==> config.mk <==
export PLATFORM = sky130hd
export DESIGN_NAME = instr_history_buffer
export DESIGN_NICKNAME = d
export VERILOG_FILES = /design/src/rtl/instr_history_buffer_pkg.sv /design/src/rtl/instr_history_buffer.sv
export SDC_FILE = /design/constraint.sdc
export NUM_CORES = 1
export LEC_CHECK = 0
export BUFFER_PORTS_ARGS = -buffer_cell sky130_fd_sc_hd__clkbuf_2
export CORE_ASPECT_RATIO = 1.1
export CORE_MARGIN = 8
export CORE_UTILIZATION = 28
export CTS_BUF_LIST = sky130_fd_sc_hd__clkbuf_4
export CTS_CLUSTER_SIZE = 10
export DETAILED_ROUTE_END_ITERATION = 8
export MAX_ROUTING_LAYER = met4
export PLACE_DENSITY = 0.57
export SLEW_MARGIN = 20
export SYNTH_ARGS = -nofsm -noshare
export SYNTH_HDL_FRONTEND = slang
export SYNTH_SLANG_ARGS = --single-unit
==> constraint.sdc <==
create_clock -name clk -period 4.5 [get_ports clk]
set_input_delay 0.675 -clock clk [delete_from_list [all_inputs] [get_ports clk]]
set_output_delay 0.675 -clock clk [all_outputs]
set_load 0.005 [all_outputs]
==> src/rtl/instr_history_buffer_pkg.sv <==
// rtl/instr_history_buffer_pkg.sv - shared pipeline constants for the instruction history buffer
package instr_history_buffer_pkg;

    // Default stored word width: packed instruction plus control bits.
    localparam int INSTR_BUF_W = 49;

    // Default number of history entries.
    localparam int HIST_DEPTH = 4;

    // Field layout of the packed instruction word, for consumers of read_data.
    localparam int INSTR_LSB   = 0;
    localparam int INSTR_W     = 32;
    localparam int PC_LO_LSB   = 32;
    localparam int PC_LO_W     = 16;
    localparam int CTRL_RVC_BIT = 48;

endpackage

==> src/rtl/instr_history_buffer.sv <==
// rtl/instr_history_buffer.sv - circular history of the last DEPTH instruction words
//
// Ports:
//   clk, rst                  clock, synchronous active-high reset
//   write_enable, write_data  push a word as the newest entry
//   pop                       discard the newest entry
//   flush                     invalidate all entries
//   read_age                  age of entry to read (0 = newest)
//   read_data, read_valid     registered read result, one cycle after read_age
//   count, full, empty        number of valid entries and its flags
module instr_history_buffer
    import instr_history_buffer_pkg::*;
#(
    parameter int Width = INSTR_BUF_W,
    parameter int DEPTH = HIST_DEPTH,
    parameter int AW    = $clog2(DEPTH)
) (
    input  logic             clk,
    input  logic             rst,
    input  logic             write_enable,
    input  logic [Width-1:0] write_data,
    input  logic             pop,
    input  logic             flush,
    input  logic [AW-1:0]    read_age,
    output logic [Width-1:0] read_data,
    output logic             read_valid,
    output logic [AW:0]      count,
    output logic             full,
    output logic             empty
);

    localparam logic [AW:0] DEPTH_CNT = (AW+1)'(DEPTH);

    logic [Width-1:0] mem [DEPTH];
    logic [AW-1:0]    wp;
    logic [AW:0]      count_q;

    logic             is_empty;
    logic             do_push;
    logic             do_replace;
    logic             do_pop;
    logic             mem_we;
    logic [AW-1:0]    mem_waddr;
    logic [AW-1:0]    newest_slot;
    logic [AW-1:0]    rd_slot;
    logic             rd_hit;

    assign is_empty = (count_q == '0);

    // Push+pop on a non-empty buffer rewrites the newest entry in place;
    // on an empty buffer there is nothing to replace, so it is a plain push.
    assign do_push    = write_enable && (!pop || is_empty);
    assign do_replace = write_enable && pop && !is_empty;
    assign do_pop     = pop && !write_enable && !is_empty;

    assign newest_slot = wp - AW'(1);
    assign mem_we      = !rst && !flush && (do_push || do_replace);
    assign mem_waddr   = do_replace ? newest_slot : wp;

    // DEPTH is a power of two, so AW-bit wrap is exactly mod DEPTH.
    assign rd_slot = newest_slot - read_age;
    assign rd_hit  = ({1'b0, read_age} < count_q);

    // Storage carries no reset; read_valid gating keeps stale words hidden.
    always_ff @(posedge clk) begin
        if (mem_we) begin
            mem[mem_waddr] <= write_data;
        end
    end

    always_ff @(posedge clk) begin
        if (rst) begin
            wp         <= '0;
            count_q    <= '0;
            read_data  <= '0;
            read_valid <= 1'b0;
        end else begin
            // Read uses pre-update state: a same-cycle push is not visible yet.
            read_valid <= rd_hit;
            read_data  <= rd_hit ? mem[rd_slot] : '0;

            if (flush) begin
                wp      <= '0;
                count_q <= '0;
            end else if (do_push) begin
                wp <= wp + AW'(1);
                if (count_q != DEPTH_CNT) begin
                    count_q <= count_q + (AW+1)'(1);
                end
            end else if (do_pop) begin
                wp      <= newest_slot;
                count_q <= count_q - (AW+1)'(1);
            end
        end
    end

    assign count = count_q;
    assign full  = (count_q == DEPTH_CNT);
    assign empty = is_empty;

endmodule

==> results by group, run 1 <==
Floorplan
  • Core ar.: 31200 sq um
  • # IOs: 111
  • FP Rows: 68
  • Area of the die: 37400 sq um
  • Height of the die: 202 um
  • Die X: 185 um
  • Starting Density: 0.282

Logic synthesis
  • Mapped Cells: about 490
  • Synth Warn #: 0
  • Compound-Gate Fraction of Synth Area: 0.0497
  • Xor/xnor share of the synthesized area: 0.00979
  • Mapped Area: 8820 sq um
  • Register area share after synthesis: 0.792
  • Syn Nets: approximately 550
  • Synth Area in Simple Gates: 0.0169
  • Synth async-reset ratio: 0
  • Multiplexer share of the synthesized area: 0.111
  • Number of synthesized flops with an enable pin: 196
  • Synthesized flop and latch total: between 200 and 300
  • Unique masters post-synth: 31
  • Dominant register cell in the synthesized netlist: edfxtp_1
  • Largest family of logic cells by synthesized area: multiplexers
  • Adder-cell share of the synthesized area: 0.00426
  • Post-synthesis average cell area: between 15 and 20 sq um

Worst setup path
  • Worst path slowest cell: buf_4
  • Worst path arrival time: 2930 ps
  • Critical Path Source Type: flip-flop
  • Crit path max fanout: 49
  • Critical path cell sequence: o31ai_4 > xor2_1 > nand3_1 > nor2_4 > buf_4
  • Critical Path End Type: flip-flop
  • Crit path largest cell delay: 650 ps
  • Worst Path Class, Setup: reg -> reg
  • WP data required: 4760 ps

Pwr
  • PwrDens: around 480 nW/um^2
  • Worst-case vdd ir drop: 215 uV
  • Pleak: 0.00409 uW

STA
  • Period Utilization, post-route: 0.593
  • Setup Skew: 45.1 ps
  • Max transition margin: 0.388
  • Fmax: 0.374 GHz
  • Unrepaired setup endpoints after global routing: no
  • Final Setup Violations: 0
  • Final worst setup slack: 1830 ps
  • Slew @ Worst Pin: 915 ps
  • Max-slew violations: 0
  • Crit path time final: 2670 ps
  • Setup_tns: 0 ps
  • Hold Violations, Final: 0

Drt
  • Via density: 4.28
  • Wire per inst: 16.6 um
  • DRT antenna net count: 0
  • DRT iter0 DRCs: 233
  • Vias: 4822
  • Drt pass-1 iters: 6
  • DRC Markers: 0
  • DRT Wirelength: approximately 19000 um

Flow run
  • Max_cap viols: 0

Clocking
  • H-tree lvl count: 3
  • CTS Buf Count: 66
  • Clk slew on worst S/H paths: 70 ps
  • Clk_lat worst skew: 660 ps
  • # Post-CTS Setup Buffers: 0
  • Clock Root Buffer: clkbuf_4
  • Clock Tree Buf Depth: 3
  • CTS tree: yes
  • PostCTS Resize Cnt: 0
  • Cts hold-fix bufs: 0
  • CTS sink count: 251

GRT
  • Grt ovf: 0
  • Largest net degree at the start of global routing: 55
  • First-pass GRT wire length: 28500 um
  • GRT Total Usage: 0.102
  • Vias in the first global route: 5213
  • Initial antenna violation count: 1

Placement
  • Post-Place Cells: around 1000
  • Port bufs: 110
  • Pre-CTS worst setup slack: 1550 ps
  • Post-DP HPWL: 10100 um
  • GP Congestion: 0.685

Worst hold path
  • Worst min path class: in -> reg

Finish
  • Layout fillers: 3011
  • # nets final: 710
  • Layout Area Growth over Synthesis: 23.2%
  • Share of layout cells above drive strength 1: 0.321
  • Final Util: 0.348
  • Finished Layout Cells: roughly 1100

Status
  • Status: finished clean
## layer usage
| metal | vias up | GRT usage | part of all wire |
|---|---|---|---|
| met3 | 35 | 0.0352 | 0.062 |
| li1 | 2281 | - | - |
| met1 | 2369 | 0.115 | 0.43 |
| met5 | - | - | 0 |
| met4 | 0 | 0.0443 | 0.019 |
| met2 | 137 | 0.164 | 0.49 |
## sequential cells by signal, indices dropped and copies added, names as in the netlist
signal,flops
read_valid,1
mem,196
read_data,49
wp,2
count,3
## power by group
part / switching (uW) / leakage [uW] / internal (uW) / total (uW)
Combinational: 246 / 0.00133 / 198 / 444
Clock: 904 / 0.000545 / 1260 / 2160
Sequential: 28.0 / 0.00222 / 2570 / 2590
## stage by stage
| stage | cell area, sq um | hold slack (ps) | power (uW) |
|---|---|---|---|
| 2_1_floorplan | 8820 | 479 | 2940 |
| 6_report | 10900 | 228 | 5200 |
| 3_3_place_gp | 9920 | 503 | 3100 |
| 4_1_cts | 10900 | 151 | 5300 |
| 3_5_place_dp | 9920 | 514 | 3100 |
| 5_1_grt | 10900 | 172 | 5430 |
## cell usage in the layout (no fill, tap or decap), types with 4 or more instances in the layout
cell type and instances:
mux2i_1 98, o22ai_1 49, dfxtp_1 55, nand2_1 8
inv_1 5, nand3_1 4, clkbuf_4 94, nor2_1 6
clkbuf_2 110, clkinv_1 19, buf_4 5, o21ai_0 6
xnor2_1 6, edfxtp_1 196, bufinv_16 5
## path summary, 6_finish.rpt
check	from	end	slack, ps	depth (start not counted)
max	count[2]$_SDFFE_PP0P_	mem[0][13]$_DFFE_PP_	1830	5
min	rst	read_valid$_SDFF_PP0_	230	2
max reg2reg	count[2]$_SDFFE_PP0P_	mem[0][13]$_DFFE_PP_	1830	5
min reg2reg	mem[0][2]$_DFFE_PP_	read_data[2]$_SDFF_PP0_	520	2
## synthesized netlist by cell type, types with 2 or more instances
cell type    n  area share
and3_1       2      0.0014
o22ai_1     49       0.035
buf_4        3      0.0026
mux2i_1     98        0.11
a21oi_1      5      0.0028
nand3_1      4      0.0023
edfxtp_1   196        0.67
o211ai_1     3      0.0026
ha_1         3      0.0043
nand2_1      8      0.0034
xnor2_1      6      0.0060
dfxtp_1     55        0.12
xor2_1       2      0.0020
o21ai_0      6      0.0034
nor3_1       3      0.0017
and2_1       2      0.0014
inv_1        5      0.0021
buf_2        7      0.0040
clkbuf_1    16      0.0068
nor2_1       8      0.0034
## critical path: cells and delay by family, from the launching register on
family,cells,cell delay [ps]
buffers and inverters,1,650
AO/OA/AOI/OAI,1,510
AND/OR/NAND/NOR,2,350
flip-flops,1,450
XOR/XNOR,1,260
## area by class of cell
type | instances | area, sq um | area share
clock inverters | 27 | 234 | 0.0215
repair buffers | 118 | 648 | 0.0597
clock buffers | 94 | 706 | 0.0650
flip-flops and latches | 251 | 6990 | 0.643
well taps | 420 | 526 | 0.0484
multi-input cells | 209 | 1740 | 0.160
diodes | 2 | 5.00 | 0.000461
inverters | 5 | 18.8 | 0.00173
## cells by family (layout without fill, tap and decap cells)
family,after synthesis,after routing
AO/OA/AOI/OAI,68,68
XOR/XNOR,9,9
adder cells (fa/ha/maj),3,3
buffers and inverters,32,244
flip-flops,251,251
multiplexers,98,98
other,0,2
AND/OR/NAND/NOR,31,31
No activity file was read; power rests on OpenSTA's default activity.
==> run 2, diff against run 1 <==
--- a/config.mk
+++ b/config.mk
@@ -5,6 +5,7 @@
 export SDC_FILE = /design/constraint.sdc
 export NUM_CORES = 1
 export LEC_CHECK = 0
+export ABC_AREA = 1
 export BUFFER_PORTS_ARGS = -buffer_cell sky130_fd_sc_hd__clkbuf_2
 export CORE_ASPECT_RATIO = 1.1
 export CORE_MARGIN = 8
@@ -13,7 +14,7 @@
 export CTS_CLUSTER_SIZE = 10
 export DETAILED_ROUTE_END_ITERATION = 8
 export MAX_ROUTING_LAYER = met4
-export PLACE_DENSITY = 0.57
+export PLACE_DENSITY = 0.55
 export SLEW_MARGIN = 20
 export SYNTH_ARGS = -nofsm -noshare
 export SYNTH_HDL_FRONTEND = slang
==> constraint.sdc (replaced) <==
create_clock -name clk -period 2.7 [get_ports clk]
set_input_delay 0.405 -clock clk [delete_from_list [all_inputs] [get_ports clk]]
set_output_delay 0.405 -clock clk [all_outputs]
set_load 0.005 [all_outputs]
==> results by group, run 2 <==
Status
  • Status: finished clean

STA
  • Slew @ Worst Pin: 523 ps (-392 ps)
  • Final worst setup slack: 499 ps (-1330 ps)
  • Unrepaired setup endpoints after global routing: no
  • Period Utilization, post-route: 0.815 (+0.222)
  • Setup_tns: 0 ps (unchanged)
  • Hold Violations, Final: 0 (unchanged)
  • Final Setup Violations: 0 (unchanged)
  • Fmax: 0.454 GHz (+21%)
  • Crit path time final: 2200 ps (-469 ps)
  • Setup Skew: 33.8 ps (-11.3 ps)
  • Max-slew violations: 0 (unchanged)
  • Hold Slack: 118 ps (-110 ps)
  • Max transition margin: 0.651 (+0.263)

Drt
  • Vias: 6115 (+27%)
  • DRC Markers: 0 (unchanged)
  • Via density: 4.10 (-4.4%)
  • DRT antenna net count: 0 (unchanged)
  • Drt pass-1 iters: 4 (-2)
  • DRT iter0 DRCs: 304 (+30%)
  • DRT Wirelength: 20200 um (+8.6%)
  • Wire per inst: 13.6 um (-18%)

Worst setup path
  • Critical path's most frequent cell: nand2_1
  • WP data required: 3000 ps (-1760 ps)
  • Critical path cell sequence: nor2_1 > nand2_1 > nand2_1 > nor2_1 > xor2_1 > nand2_1 > nor2_4 > buf_4
  • Critical Path Source Type: flip-flop
  • Worst Path Class, Setup: reg -> reg
  • Crit path max fanout: 23 (-53%)
  • Critical Path End Type: flip-flop
  • Worst path arrival time: 2500 ps (-430 ps)
  • Worst path slowest cell: dfxtp_1
  • Crit path largest cell delay: 450 ps (-200 ps)

GRT
  • Largest net degree at the start of global routing: 99 (+80%)
  • GRT Total Usage: 0.110 (+0.00751)
  • Vias in the first global route: 6448 (+24%)
  • Grt ovf: 0 (unchanged)
  • Initial antenna violation count: 2 (+1)
  • First-pass GRT wire length: 32700 um (+15%)

Placement
  • Pre-CTS worst setup slack: 491 ps (-1060 ps)
  • GP Congestion: 0.748 (+9.2%)
  • Port bufs: 110 (unchanged)
  • Post-DP HPWL: 11500 um (+13%)
  • Post-Place Cells: 1313 (+31%)

Worst hold path
  • Worst min path class: in -> reg

Logic synthesis
  • Largest family of logic cells by synthesized area: simple AND/OR/NAND/NOR gates
  • Multiplexer share of the synthesized area: 0 (-0.111)
  • Unique masters post-synth: 18 (-42%)
  • Adder-cell share of the synthesized area: 0.00408 (-0.000177)
  • Synth cell count leaders: nand2_1, edfxtp_1, nor2_1
  • Compound-Gate Fraction of Synth Area: 0.00544 (-0.0442)
  • Synth async-reset ratio: 0 (unchanged)
  • Post-synthesis average cell area: 11.5 sq um (-36%)
  • Mapped Area: 9200 sq um (+4.3%)
  • Syn Nets: 856 (+55%)
  • Synth top area share: 0.640 (-0.0277)
  • Synth Warn #: 0 (unchanged)
  • Number of synthesized flops with an enable pin: 196 (unchanged)
  • Dominant register cell in the synthesized netlist: edfxtp_1
  • Register area share after synthesis: 0.759 (-0.0329)
  • Most common cell in the netlist: nand2_1
  • Mapped Cells: 797 (+62%)
  • Synth Area in Simple Gates: 0.203 (+0.186)
  • Cell accounting for the most synthesized area: edfxtp_1
  • Cells taking the most area after synthesis: edfxtp_1, nand2_1, dfxtp_1, nor2_1, nand3_1
  • Synthesized flop and latch total: 251 (unchanged)
  • Xor/xnor share of the synthesized area: 0.00544 (-0.00435)

Clocking
  • H-tree lvl count: 3 (unchanged)
  • Clk slew on worst S/H paths: 70 ps (about the same)
  • Cts hold-fix bufs: 50 (+50)
  • CTS tree: yes
  • # Post-CTS Setup Buffers: 0 (unchanged)
  • CTS sink count: 251 (unchanged)
  • PostCTS Resize Cnt: 0 (unchanged)
  • CTS Buf Count: 69 (+4.5%)
  • Clk_lat worst skew: 660 ps (about the same)
  • Clock Tree Buf Depth: 3 (unchanged)
  • Clock Root Buffer: clkbuf_4

Finish
  • Final Util: 0.364 (+0.0158)
  • Layout Area Growth over Synthesis: 28.0%
  • Commonest non-fill, non-tap cell in the layout: nand2_1
  • Finished Layout Cells: 1493 (+33%)
  • # nets final: 1067 (+50%)
  • Register with the most flip-flops: mem
  • Most frequent cells in the layout: nand2_1, edfxtp_1, clkbuf_2
  • Max FFs per register: 196 (unchanged)
  • Share of layout cells above drive strength 1: 0.230 (-0.0908)

Floorplan
  • FP Rows: 69 (+1.5%)
  • Core ar.: 32400 sq um (+3.7%)
  • Height of the die: 206 um (+2.0%)
  • Starting Density: 0.284 (+0.00176)
  • Die X: 189 um (+2.0%)
  • Area of the die: 38900 sq um (+4.0%)
  • # IOs: 111 (unchanged)

Pwr
  • PwrDens: 731 nW/um^2 (+53%)
  • Pleak: 0.00480 uW (+17%)
  • Worst-case vdd ir drop: 313 uV (+46%)

Flow run
  • Max_cap viols: 0 (unchanged)
[run 2: changes by cell type after synthesis, sizes merged, moves of 3 or more]
cell    before  now
mux2i       98    0
xnor2        7    2
nand2        8  312
nand3        4   52
nor2         8  114
buf         10   17
inv          5   13
o22ai       49    0
o211ai       3    0
[run 2: cell type report]
type / instances / area (sq um)
tap: 426 / 533
inverter: 13 / 50.0
clock buffer: 99 / 743
fill: 3211 / 20600
antenna: 3 / 7.51
multi-input combinational: 497 / 2070
clock inverter: 28 / 140
timing repair buffer: 176 / 1250
sequential: 251 / 6990
[run 2: kinds of logic (layout without fill, tap and decap cells)]
kind of cell    count (synthesis)  after routing
xor+xnor                        4              4
compound gates                 10             10
flops                         251            251
fa+ha+maj                       3              3
other cells                     0              3
simple gates                  480            480
buf+inv                        49            316
[run 2: worst paths after layout]
path,slack (ps),endpoint,startpoint,cells past startpoint
min reg2reg,540,read_data[12]$_SDFF_PP0_,mem[3][12]$_DFFE_PP_,4
max reg2reg,500,mem[1][3]$_DFFE_PP_,count[0]$_SDFFE_PP0P_,8
max,500,mem[1][3]$_DFFE_PP_,count[0]$_SDFFE_PP0P_,8
min,120,wp[1]$_SDFFE_PP0P_,rst,4
[run 2: through the flow]
step                      instance area [sq um]  power [uW]
after floorplan                            9210        4940
after global placement                    10400        5280
after detailed placement                  10400        5290
after CTS                                 11800        8810
after global routing                      11800        9140
final                                     11800        8610
[run 2: worst max-delay path: cells and delay by family (launching register included)]
| family | cells | cell delay (ps) |
|---|---|---|
| flops | 1 | 450 |
| simple gates | 6 | 820 |
| xor+xnor | 1 | 220 |
| buf+inv | 1 | 360 |
[run 2: power by group]
part | switching [uW] | internal, uW | total [uW]
sequential | 41.1 | 4290 | 4330
clock | 1560 | 1800 | 3370
combinational | 572 | 335 | 907
total | 2180 | 6430 | 8610
[run 2: layer usage]
metal | vias up | share of wire | GRT usage
met5 | - | 0 | -
met4 | 0 | 0.020 | 0.0514
met3 | 33 | 0.053 | 0.0339
met2 | 139 | 0.50 | 0.184
met1 | 2825 | 0.43 | 0.119
li1 | 3118 | - | -
==> run 3, diff against run 2 <==
--- a/config.mk
+++ b/config.mk
@@ -14,7 +14,7 @@
 export CTS_CLUSTER_SIZE = 10
 export DETAILED_ROUTE_END_ITERATION = 8
 export MAX_ROUTING_LAYER = met4
-export PLACE_DENSITY = 0.55
+export PLACE_DENSITY = 0.57
 export SLEW_MARGIN = 20
 export SYNTH_ARGS = -nofsm -noshare
 export SYNTH_HDL_FRONTEND = slang
==> constraint.sdc (replaced) <==
create_clock -name clk -period 1.9 [get_ports clk]
set_input_delay 0.285 -clock clk [delete_from_list [all_inputs] [get_ports clk]]
set_output_delay 0.285 -clock clk [all_outputs]
set_load 0.005 [all_outputs]
==> results by group, run 3 (synthesized netlist as in run 2, its figures left out) <==
Worst hold path
  • Hold Crit Depth: 5 (+1)
  • Hold Path Sink: count[0]$_SDFFE_PP0P_
  • Worst min path class: in -> reg
  • Hold path startpoint: rst

Clocking
  • Clk_lat worst skew: 660 ps (about the same)
  • CTS tree: yes
  • CTS sink count: 251 (unchanged)
  • H-tree lvl count: 3 (unchanged)
  • CTS Buf Count: 68 (-1.4%)
  • Clock Root Buffer: clkbuf_4
  • Clk slew on worst S/H paths: 60 ps (about the same)
  • Clock Tree Buf Depth: 3 (unchanged)

Flow run
  • Max_cap viols: 0 (unchanged)

STA
  • Final worst setup slack: 75.4 ps (-424 ps)
  • Slew @ Worst Pin: 473 ps (-50.5 ps)
  • Hold Violations, Final: 0 (unchanged)
  • Max-slew violations: 0 (unchanged)
  • Final Setup Violations: 0 (unchanged)
  • Crit path time final: 1820 ps (-376 ps)
  • Period Utilization, post-route: 0.960 (+0.145)
  • Fmax: 0.548 GHz (+21%)
  • Setup Skew: 36.4 ps (+2.57 ps)
  • Max transition margin: 0.682 (+0.0304)
  • Unrepaired setup endpoints after global routing: yes

GRT
  • Largest net degree at the start of global routing: 89 (-10%)
  • First-pass GRT wire length: 33100 um (+1.3%)
  • Vias in the first global route: 6236 (-3.3%)
  • Grt ovf: 0 (unchanged)
  • GRT Total Usage: 0.111 (+0.00122)
  • Initial antenna violation count: 5 (+3)

Drt
  • DRT antenna net count: 0 (unchanged)
  • Vias: 6236 (+2.0%)
  • Via density: 4.12 (+0.70%)
  • DRT Wirelength: 22100 um (+9.2%)
  • DRC Markers: 0 (unchanged)
  • Wire per inst: 14.6 um (+7.8%)
  • Drt pass-1 iters: 4 (unchanged)
  • DRT iter0 DRCs: 364 (+20%)

Status
  • Status: finished clean

Worst setup path
  • Worst path arrival time: 2170 ps (-330 ps)
  • Worst Path Class, Setup: reg -> reg
  • Worst setup path startpoint: count[2]$_SDFFE_PP0P_
  • Critical Path Source Type: flip-flop
  • Critical register-to-register path startpoint: count[2]$_SDFFE_PP0P_
  • WP data required: 2240 ps (-760 ps)
  • Worst flop-to-flop path endpoint: mem[3][31]$_DFFE_PP_
  • Critical Path End Type: flip-flop
  • Reg2reg setup slack: 80 ps (-420 ps)
  • Crit path max fanout: 7 (-70%)
  • Cell depth of the worst flop-to-flop path: 9 (+1)

Floorplan
  • Core ar.: 32400 sq um (unchanged)
  • Starting Density: 0.284 (unchanged)
  • FP Rows: 69 (unchanged)
  • # IOs: 111 (unchanged)
  • Die X: 189 um (unchanged)
  • Area of the die: 38900 sq um (unchanged)
  • Height of the die: 206 um (unchanged)

Finish
  • Final Util: 0.378 (+0.0138)
  • Commonest non-fill, non-tap cell in the layout: nand2_1
  • FF+latch area: 7000 sq um (+0.16%)
  • Layout Area Growth over Synthesis: 32.9%
  • Share of layout cells above drive strength 1: 0.262 (+0.0315)
  • Register with the most flip-flops: mem
  • Final Cell Area: 12200 sq um (+3.8%)
  • Area of the multi-input gates: 2120 sq um (+2.6%)
  • Most frequent cells in the layout: nand2_1, edfxtp_1, clkbuf_2
  • Max FFs per register: 196 (unchanged)
  • Layout fillers: 3186 (-0.78%)
  • # nets final: 1088 (+2.0%)

Placement
  • DP Area: 10600 sq um (+1.8%)
  • Post-DP HPWL: 12800 um (+11%)
  • GP Congestion: 0.771 (+3.1%)
  • Port bufs: 110 (unchanged)
  • Pre-CTS worst setup slack: 75.1 ps (-416 ps)

Pwr
  • PwrDens: 1000 nW/um^2 (+37%)
  • Pleak: 0.00498 uW (+3.8%)
  • Worst-case vdd ir drop: 389 uV (+24%)
[run 3: final cells by class]
cell class	count	share of cell area
tap	426	0.0436
clock buffer	105	0.0645
clock inverter	17	0.00583
timing repair buffer	198	0.135
multi-input combinational	497	0.174
sequential	251	0.572
antenna	5	0.00102
inverter	13	0.00409
[run 3: worst max-delay path by stage]
| stage | to | slack (ps) | cells past startpoint |
|---|---|---|---|
| CTS | mem[3][17]$_DFFE_PP_ | 30 | 8 |
| floorplan | mem[1][0]$_DFFE_PP_ | -280 | 7 |
| detailed placement | mem[3][10]$_DFFE_PP_ | 80 | 8 |
| global placement | mem[3][10]$_DFFE_PP_ | 100 | 8 |
| global route | mem[3][38]$_DFFE_PP_ | -10 | 9 |
| finish | mem[3][31]$_DFFE_PP_ | 80 | 9 |
[run 3: timing repair]
action,4_1_cts,5_1_grt
resized for setup,0,9
buffers inserted,0,3
hold endpoints to repair,201,0
hold buffers,52,0
setup endpoints to repair,0,137
[run 3: layer usage]
metal / global-route usage / wire, um / vias up
met1: 0.128 / 9630 / 2872
met3: 0.0361 / 1410 / 35
met2: 0.179 / 10700 / 172
met5: - / 0 / -
met4: 0.0450 / 365 / 0
li1: - / - / 3157
[run 3: worst max-delay path, cell delays in order, from the launching register on]
cell,delay (ps)
dfxtp_4,370
inv_2,50
nand2_2,100
nand2_4,70
nor2_4,160
xor2_2,180
nand2_2,110
nor2_4,140
buf_12,140
clkbuf_16,170
[run 3: where the power goes]
group          leakage (uW)  internal (uW)  switching [uW]
logic               0.00223            558             863
clock network      0.000526           2520            2160
registers           0.00222           6100            64.1
[run 3: per-stage QoR]
step                hold slack (ps)  power (uW)  setup TNS (ps)  instances
global placement                506        7590               0       1323
finish                         80.4       12300               0       1512
floorplan                       384        7030          -49640        797
CTS                            12.0       12400               0       1497
global route                   28.4       12900           -69.4       1512
detailed placement              509        7610               0       1323
